==> config.mk <==
export PLATFORM = sky130hd
export DESIGN_NAME = cla_adder_pipe_flat
export DESIGN_NICKNAME = d
export VERILOG_FILES = /design/src/rtl/cla_adder_pipe_if.sv /design/src/rtl/cla_adder_pipe.sv /design/src/flat_wrapper.sv
export SDC_FILE = /design/constraint.sdc
export NUM_CORES = 1
export LEC_CHECK = 0
export ABC_AREA = 1
export CORE_MARGIN = 2
export CORE_UTILIZATION = 51
export CTS_BUF_LIST = sky130_fd_sc_hd__clkbuf_8
export DETAILED_ROUTE_END_ITERATION = 8
export PLACE_DENSITY = 0.78
export SLEW_MARGIN = 20
export SYNTH_ARGS = -nofsm -noshare
export SYNTH_HDL_FRONTEND = slang
export SYNTH_SLANG_ARGS = --single-unit
==> constraint.sdc <==
create_clock -name clk -period 1.4 [get_ports clk]
set_input_delay 0.42 -clock clk [delete_from_list [all_inputs] [get_ports clk]]
set_output_delay 0.42 -clock clk [all_outputs]
set_load 0.005 [all_outputs]
==> src/rtl/cla_adder_pipe_if.sv <==
// -----------------------------------------------------------------------------
// cla_adder_pipe_if
//   Handshake bundle for the pipelined CLA add/subtract unit.
//   Input channel : in_valid/in_ready, a, b, op, cin
//   Output channel: out_valid/out_ready, sum, cout, ovf, zero
//   master : the side that issues operations and consumes results
//   slave  : the adder itself
// -----------------------------------------------------------------------------
interface cla_adder_pipe_if #(
  parameter int WIDTH = 16
);
  logic             in_valid;
  logic             in_ready;
  logic [WIDTH-1:0] a;
  logic [WIDTH-1:0] b;
  logic [1:0]       op;
  logic             cin;
  logic             out_valid;
  logic             out_ready;
  logic [WIDTH-1:0] sum;
  logic             cout;
  logic             ovf;
  logic             zero;

  modport master (
    output in_valid, a, b, op, cin, out_ready,
    input  in_ready, out_valid, sum, cout, ovf, zero
  );

  modport slave (
    input  in_valid, a, b, op, cin, out_ready,
    output in_ready, out_valid, sum, cout, ovf, zero
  );
endinterface

==> src/rtl/cla_adder_pipe.sv <==
// -----------------------------------------------------------------------------
// cla_adder_pipe
//   Three-stage pipelined carry-lookahead add/subtract unit.
//   S1 registers operands (b already conditionally inverted, carry-in resolved),
//   S2 registers bit propagate/generate plus the per-group carry-in vector from
//   a two-level lookahead, S3 registers sum and flags.
//   Valid/ready on both sides; bubbles collapse, backpressure stalls.
//
// Ports
//   clk      rising-edge clock
//   reset_n  asynchronous active-low reset
//   bus      cla_adder_pipe_if.slave (operands in, result + cout/ovf/zero out)
//
// Parameters
//   WIDTH    operand width, multiple of GROUP, at least 4
//   GROUP    bits per first-level lookahead group
//   SATURATE 1 = clamp signed overflow to the most positive / negative value
// -----------------------------------------------------------------------------
module cla_adder_pipe #(
  parameter int WIDTH    = 16,
  parameter int GROUP    = 4,
  parameter bit SATURATE = 1'b0
) (
  input logic             clk,
  input logic             reset_n,
  cla_adder_pipe_if.slave bus
);

  localparam int NG = WIDTH / GROUP;

  // Carry into position j of a lookahead block, as a flat sum of products:
  //   c_j = OR_{m<j} ( g_m & AND_{m<t<j} p_t )  |  ( AND_{t<j} p_t & c )
  // No term depends on another carry, so nothing ripples. Callers zero-extend
  // narrower p/g vectors; only positions below j contribute.
  function automatic logic sop_carry(input logic [WIDTH-1:0] p,
                                     input logic [WIDTH-1:0] g,
                                     input logic             c,
                                     input int               j);
    logic carry;
    logic all_p;
    logic term;
    carry = 1'b0;
    all_p = c;
    for (int m = 0; m < WIDTH; m++) begin
      if (m < j) begin
        term = g[m];
        for (int t = 0; t < WIDTH; t++) begin
          if (t > m && t < j) term = term & p[t];
        end
        carry = carry | term;
        all_p = all_p & p[m];
      end
    end
    return carry | all_p;
  endfunction

  // ---------------------------------------------------------------------------
  // Handshake: combinational ready chain from the output back to the input.
  // ---------------------------------------------------------------------------
  logic v1, v2, v3;
  logic acc2, acc3, in_ready;

  assign acc3     = !v3 || bus.out_ready;
  assign acc2     = !v2 || acc3;
  assign in_ready = !v1 || acc2;

  // ---------------------------------------------------------------------------
  // Effective operands
  // ---------------------------------------------------------------------------
  logic [WIDTH-1:0] b_eff;
  logic             c0;

  // NOTE: every variable written in an always_comb gets a value on every path
  // (here via the default arm) so no latch is inferred.
  always_comb begin
    b_eff = bus.op[0] ? ~bus.b : bus.b;
    case (bus.op)
      2'b00:   c0 = 1'b0;
      2'b01:   c0 = 1'b1;
      2'b10:   c0 = bus.cin;
      default: c0 = ~bus.cin;
    endcase
  end

  // ---------------------------------------------------------------------------
  // S1: input register
  // ---------------------------------------------------------------------------
  logic [WIDTH-1:0] a1, b1;
  logic             c1;

  // NOTE: sequential state uses non-blocking assignments so every register
  // samples the pre-edge values of the others.
  always_ff @(posedge clk or negedge reset_n) begin
    if (!reset_n) begin
      v1 <= 1'b0;
      a1 <= '0;
      b1 <= '0;
      c1 <= 1'b0;
    end else if (in_ready) begin
      v1 <= bus.in_valid;
      if (bus.in_valid) begin
        a1 <= bus.a;
        b1 <= b_eff;
        c1 <= c0;
      end
    end
  end

  // Bit P/G and second-level group lookahead. grp_c[k] is the carry into
  // group k; grp_c[NG] is the carry out of the MSB.
  logic [WIDTH-1:0] p1, g1;
  logic [NG-1:0]    grp_p, grp_g;
  logic [NG:0]      grp_c;

  assign p1 = a1 ^ b1;
  assign g1 = a1 & b1;

  always_comb begin
    grp_p = '0;
    grp_g = '0;
    grp_c = '0;
    for (int k = 0; k < NG; k++) begin
      grp_p[k] = &p1[k*GROUP +: GROUP];
      grp_g[k] = sop_carry(WIDTH'(p1[k*GROUP +: GROUP]),
                           WIDTH'(g1[k*GROUP +: GROUP]), 1'b0, GROUP);
    end
    for (int k = 0; k <= NG; k++) begin
      grp_c[k] = sop_carry(WIDTH'(grp_p), WIDTH'(grp_g), c1, k);
    end
  end

  // ---------------------------------------------------------------------------
  // S2: lookahead register
  // ---------------------------------------------------------------------------
  logic [WIDTH-1:0] p2, g2;
  logic [NG:0]      gc2;

  always_ff @(posedge clk or negedge reset_n) begin
    if (!reset_n) begin
      v2  <= 1'b0;
      p2  <= '0;
      g2  <= '0;
      gc2 <= '0;
    end else if (acc2) begin
      v2 <= v1;
      if (v1) begin
        p2  <= p1;
        g2  <= g1;
        gc2 <= grp_c;
      end
    end
  end

  // In-group carries seeded by the registered group carry, then sum and flags.
  logic [WIDTH-1:0] bit_c, sum_raw, sum_n;
  logic             cout_n, ovf_n, zero_n;

  always_comb begin
    bit_c = '0;
    for (int k = 0; k < NG; k++) begin
      for (int j = 0; j < GROUP; j++) begin
        bit_c[k*GROUP + j] = sop_carry(WIDTH'(p2[k*GROUP +: GROUP]),
                                       WIDTH'(g2[k*GROUP +: GROUP]), gc2[k], j);
      end
    end
    sum_raw = p2 ^ bit_c;
    cout_n  = gc2[NG];
    ovf_n   = bit_c[WIDTH-1] ^ cout_n;
    sum_n   = sum_raw;
    // Positive overflow never carries out of the MSB; negative overflow does.
    if (SATURATE && ovf_n) begin
      sum_n = cout_n ? {1'b1, {(WIDTH-1){1'b0}}} : {1'b0, {(WIDTH-1){1'b1}}};
    end
    zero_n = (sum_n == '0);
  end

  // ---------------------------------------------------------------------------
  // S3: output register (held while out_valid && !out_ready)
  // ---------------------------------------------------------------------------
  logic [WIDTH-1:0] sum_q;
  logic             cout_q, ovf_q, zero_q;

  always_ff @(posedge clk or negedge reset_n) begin
    if (!reset_n) begin
      v3     <= 1'b0;
      sum_q  <= '0;
      cout_q <= 1'b0;
      ovf_q  <= 1'b0;
      zero_q <= 1'b0;
    end else if (acc3) begin
      v3 <= v2;
      if (v2) begin
        sum_q  <= sum_n;
        cout_q <= cout_n;
        ovf_q  <= ovf_n;
        zero_q <= zero_n;
      end
    end
  end

  assign bus.in_ready  = in_ready;
  assign bus.out_valid = v3;
  assign bus.sum       = sum_q;
  assign bus.cout      = cout_q;
  assign bus.ovf       = ovf_q;
  assign bus.zero      = zero_q;

endmodule

==> src/flat_wrapper.sv <==
// flat-port wrapper written by rule: the top's interface ports become plain ports
module cla_adder_pipe_flat 
#(
  parameter int WIDTH    = 16,
  parameter int GROUP    = 4,
  parameter bit SATURATE = 1'b0
)
  (clk, reset_n, bus_in_valid, bus_a, bus_b, bus_op, bus_cin, bus_out_ready, bus_in_ready, bus_out_valid, bus_sum, bus_cout, bus_ovf, bus_zero);
  cla_adder_pipe_if #(.WIDTH(WIDTH)) bus_i ();
  input logic clk;
  input logic reset_n;
  input wire logic [$bits(bus_i.in_valid)-1:0] bus_in_valid;
  input wire logic [$bits(bus_i.a)-1:0] bus_a;
  input wire logic [$bits(bus_i.b)-1:0] bus_b;
  input wire logic [$bits(bus_i.op)-1:0] bus_op;
  input wire logic [$bits(bus_i.cin)-1:0] bus_cin;
  input wire logic [$bits(bus_i.out_ready)-1:0] bus_out_ready;
  output wire logic [$bits(bus_i.in_ready)-1:0] bus_in_ready;
  output wire logic [$bits(bus_i.out_valid)-1:0] bus_out_valid;
  output wire logic [$bits(bus_i.sum)-1:0] bus_sum;
  output wire logic [$bits(bus_i.cout)-1:0] bus_cout;
  output wire logic [$bits(bus_i.ovf)-1:0] bus_ovf;
  output wire logic [$bits(bus_i.zero)-1:0] bus_zero;
  assign bus_i.in_valid = bus_in_valid;
  assign bus_i.a = bus_a;
  assign bus_i.b = bus_b;
  assign bus_i.op = bus_op;
  assign bus_i.cin = bus_cin;
  assign bus_i.out_ready = bus_out_ready;
  assign bus_in_ready = bus_i.in_ready;
  assign bus_out_valid = bus_i.out_valid;
  assign bus_sum = bus_i.sum;
  assign bus_cout = bus_i.cout;
  assign bus_ovf = bus_i.ovf;
  assign bus_zero = bus_i.zero;
  cla_adder_pipe #(.WIDTH(WIDTH), .GROUP(GROUP), .SATURATE(SATURATE)) u_core (.clk(clk), .reset_n(reset_n), .bus(bus_i));
endmodule
==> run_summary.xml <==
<?xml version="1.0" encoding="UTF-8"?>
<metrics>
  <group name="floorplanning">
    <metric name="floorplan_die_area" unit="sq um">9070</metric>
    <metric name="die_width" unit="microns">95.2</metric>
    <metric name="rows" unit="">33</metric>
    <metric name="start_util" unit="">0.522</metric>
    <metric name="pin_count" unit="">60</metric>
    <metric name="fp.dieH" unit="microns">95.2</metric>
    <metric name="floorplan.core_area" unit="sq um">8130</metric>
  </group>
  <group name="critical_path">
    <metric name="path_buf_inv" unit="">1</metric>
    <metric name="cp-end-kind" unit="">output pin</metric>
    <metric name="critPathMaxFanout" unit="">2</metric>
    <metric name="critPathLaunchType" unit="">flip-flop</metric>
    <metric name="critPathMostFrequentCell" unit="">nand2_2</metric>
    <metric name="critPathArrivalTime" unit="ps">1110</metric>
    <metric name="highest_delay_cell_along_the_critical_path" unit="">dfrtp_1</metric>
    <metric name="path_class" unit="">flip-flop to output pin</metric>
    <metric name="worst_path_dominant_cell_family" unit="">flip-flops</metric>
    <metric name="critPathRequiredTime" unit="ps">980</metric>
    <metric name="critPathMaxStageDelay" unit="ps">360</metric>
    <metric name="worstPathCellList" unit="">nand2_2 -&gt; nor2_4 -&gt; nand2_2 -&gt; buf_2</metric>
  </group>
  <group name="synth">
    <metric name="synth_top_cell_by_area" unit="">dfrtp_1</metric>
    <metric name="synth.distinct_cells" unit="">25</metric>
    <metric name="synthTopCellsByCount" unit="">203 x nand2_1, 88 x dfrtp_1, 34 x inv_1</metric>
    <metric name="synthMostInstantiatedCell" unit="">nand2_1</metric>
    <metric name="syn-cell-area" unit="sq um">4240</metric>
    <metric name="synthFlopType" unit="">dfrtp_1</metric>
    <metric name="synth-edff-count" unit="">0</metric>
    <metric name="yosys_warnings" unit="">0</metric>
    <metric name="synth_top_cells_by_area" unit="">dfrtp_1 52%, nand2_1 18%, ha_1 5.9%</metric>
    <metric name="synthesized_area_per_cell" unit="sq um">8.54</metric>
    <metric name="gate_count_post_synth" unit="">497</metric>
    <metric name="postSynthRegisterBits" unit="">88</metric>
    <metric name="netlist.area_leader.share" unit="">0.519</metric>
    <metric name="mapped_nets" unit="">556</metric>
    <metric name="ys_seq_area_frac" unit="">0.519</metric>
    <metric name="ys_async_sr_fraction" unit="">1.00</metric>
  </group>
  <group name="route">
    <metric name="ant_nets" unit="">0</metric>
    <metric name="routed-via-count" unit="">3746</metric>
    <metric name="drt_iter0_markers" unit="">236</metric>
    <metric name="drt_first_pass_iters" unit="">4</metric>
    <metric name="finalWirelength" unit="microns">10500</metric>
    <metric name="drc_errors" unit="">0</metric>
    <metric name="post_drt_wl_per_cell" unit="microns">14.1</metric>
    <metric name="vias_per_cell" unit="">5.01</metric>
  </group>
  <group name="placement">
    <metric name="place_inst" unit="">688</metric>
    <metric name="pre_cts_slack" unit="ps">-648</metric>
    <metric name="dpl-instance-area" unit="sq um">5220</metric>
    <metric name="hpwlAfterDp" unit="microns">6350</metric>
    <metric name="finalWeightedCongestion" unit="">0.802</metric>
    <metric name="placement.io_buffers" unit="">59</metric>
  </group>
  <group name="job">
    <metric name="max-cap-violations" unit="">0</metric>
  </group>
  <group name="sta">
    <metric name="layout_worst_path_cycle_share" unit="">1.09</metric>
    <metric name="fin_worst_skew" unit="ps">5.12</metric>
    <metric name="finalCriticalPeriod" unit="ps">1530</metric>
    <metric name="tightest_slew" unit="ps">312</metric>
    <metric name="max_freq" unit="GHz">0.653</metric>
    <metric name="final_critical_path_setup_slack" unit="ps">-131</metric>
    <metric name="worst_slew_margin" unit="">0.792</metric>
    <metric name="report.final.hold_viol_count" unit="">0</metric>
    <metric name="grt_setup_unrepaired" unit="">true</metric>
    <metric name="drv_slew" unit="">0</metric>
    <metric name="setup_viol_count_final" unit="">6</metric>
  </group>
  <group name="pwr">
    <metric name="totalPowerFinal" unit="mW">11.1</metric>
    <metric name="pwr_density_cell" unit="nW/um^2">1830</metric>
    <metric name="vdd.ir_drop.worst" unit="V">0.000724</metric>
    <metric name="power_leakage" unit="nW">3.05</metric>
  </group>
  <group name="outcome">
    <metric name="failed_checks" unit="">setup timing</metric>
    <metric name="status" unit="">finished with violations</metric>
  </group>
  <group name="clock_network">
    <metric name="root_buffer" unit="">clkbuf_8</metric>
    <metric name="clock_insertion_delay_worst_skew" unit="ps">370</metric>
    <metric name="path_clk_slew" unit="ps">90</metric>
    <metric name="htreeDepth" unit="">3</metric>
    <metric name="clock_path_buffers" unit="">2</metric>
    <metric name="number_of_buffers_created_by_cts" unit="">9</metric>
    <metric name="tritoncts" unit="">done</metric>
    <metric name="cts_num_sinks" unit="">88</metric>
  </group>
  <group name="final_layout">
    <metric name="final_net_count" unit="">696</metric>
    <metric name="layout.core_utilization" unit="">0.748</metric>
    <metric name="final_layout_size_suffix_gt1_frac" unit="">0.310</metric>
    <metric name="syn2layout_area_growth" unit="%">43.3</metric>
    <metric name="num_antenna_cells" unit="">0</metric>
    <metric name="final_design_area_no_fill" unit="sq um">6080</metric>
    <metric name="fillCellCount" unit="">510</metric>
    <metric name="post_layout_nonfiller_instances" unit="">747</metric>
  </group>
  <group name="grt">
    <metric name="grt_pass1_vias" unit="">3417</metric>
    <metric name="pin_count_of_the_biggest_net_entering_global_routing" unit="">28</metric>
    <metric name="track_usage" unit="">0.220</metric>
    <metric name="grt_antenna_before_repair" unit="">0</metric>
    <metric name="global_route.overflow_total" unit="">0</metric>
    <metric name="grt_pass1_wl" unit="microns">15300</metric>
  </group>
  <group name="hold_path">
    <metric name="hold_path.class" unit="">primary input to asynchronous set/reset pin</metric>
  </group>
</metrics>
## placed cells by master, fill, tap and decap left out, types with 6 or more instances in the layout
master | Yosys | layout
buf_4 | 5 | 76
buf_6 | 7 | 6
clkbuf_2 | 0 | 17
clkbuf_8 | 0 | 9
clkdlybuf4s50_1 | 0 | 36
dfrtp_1 | 88 | 88
ha_1 | 20 | 6
ha_4 | 0 | 11
inv_1 | 34 | 33
nand2_1 | 203 | 176
nand2_2 | 3 | 28
nand3_1 | 19 | 8
nand3_2 | 0 | 9
nor2_1 | 21 | 13
o21ai_0 | 16 | 13
o21ai_1 | 32 | 35
xnor2_1 | 16 | 16
## where the power goes
| part | switching [mW] | internal (mW) |
|---|---|---|
| Combinational | 2.51 | 2.50 |
| Clock | 0.947 | 1.19 |
| Sequential | 0.632 | 3.36 |
## routing by layer
layer | vias to the layer above | part of all wire | GRT usage
met5 | - | 0 | 0
met4 | 0 | 0.018 | 0.0664
met3 | 19 | 0.049 | 0.0577
met2 | 113 | 0.51 | 0.366
met1 | 1756 | 0.42 | 0.284
li1 | 1858 | - | -
## layout make-up
type                       instances  area [sq um]  share of cell area
timing repair buffer             146          1240               0.204
clock buffer                       9           124              0.0204
clock inverter                     7           119              0.0195
multi-input combinational        354          2120               0.348
sequential                        88          2200               0.362
inverter                          38           150              0.0247
tap                              105           131              0.0216
## sequential cells by signal, summed over array words and instances, names as in the netlist
signal                count
u_core.c1                 1
u_core.bus.ovf            1
u_core.bus.zero           1
u_core.a1                16
u_core.g2                12
u_core.bus.out_valid      1
u_core.v1                 1
u_core.gc2                5
u_core.bus.sum           16
u_core.bus.cout           1
u_core.b1                16
u_core.v2                 1
u_core.p2                16
## timing repair
action                                  4_1_cts  5_1_grt
pin swaps                                    16       37
setup buffers                                18       24
hold buffers                                  1        0
endpoints found under the hold margin        19        0
cloned                                        1        0
resized for setup                            73       74
endpoints found under the setup margin       49       54
## path summary, 6_finish.rpt
| kind | start | endpoint | slack [ps] | cells after the start |
|---|---|---|---|---|
| worst min register to register | u_core.bus.sum[5] | u_core.bus.sum[5] | 490 | 2 |
| worst min-delay path | reset_n | u_core.b1[1] | 490 | 2 |
| worst max register to register | u_core.b1[3] | u_core.gc2[2] | -70 | 8 |
| max in group asynchronous | reset_n | u_core.g2[10] | 340 | 3 |
| worst max-delay path | u_core.bus.out_valid | bus_in_ready | -130 | 4 |
| min in group clk | u_core.bus.sum[5] | u_core.bus.sum[5] | 490 | 2 |
## kinds of logic (layout without fill, tap and decap cells)
family	after synthesis	count (layout)	share of synthesized area
buffers and inverters	55	200	0.0672
adders and majority gates	20	20	0.0590
AOI/OAI and AO/OA	56	56	0.0675
DFF	88	88	0.519
xor gates and xnor gates	21	21	0.0433
and+or+nand+nor	257	257	0.244
## metrics by stage
| step | hold slack [ps] | setup TNS [ps] |
|---|---|---|
| floorplan | 124 | 0 |
| global placement | 335 | -27410 |
| detailed placement | 337 | -31170 |
| CTS | 481 | -294 |
| global route | 513 | -825 |
| finish | 486 | -320 |
(Power assumes the default switching activity.)
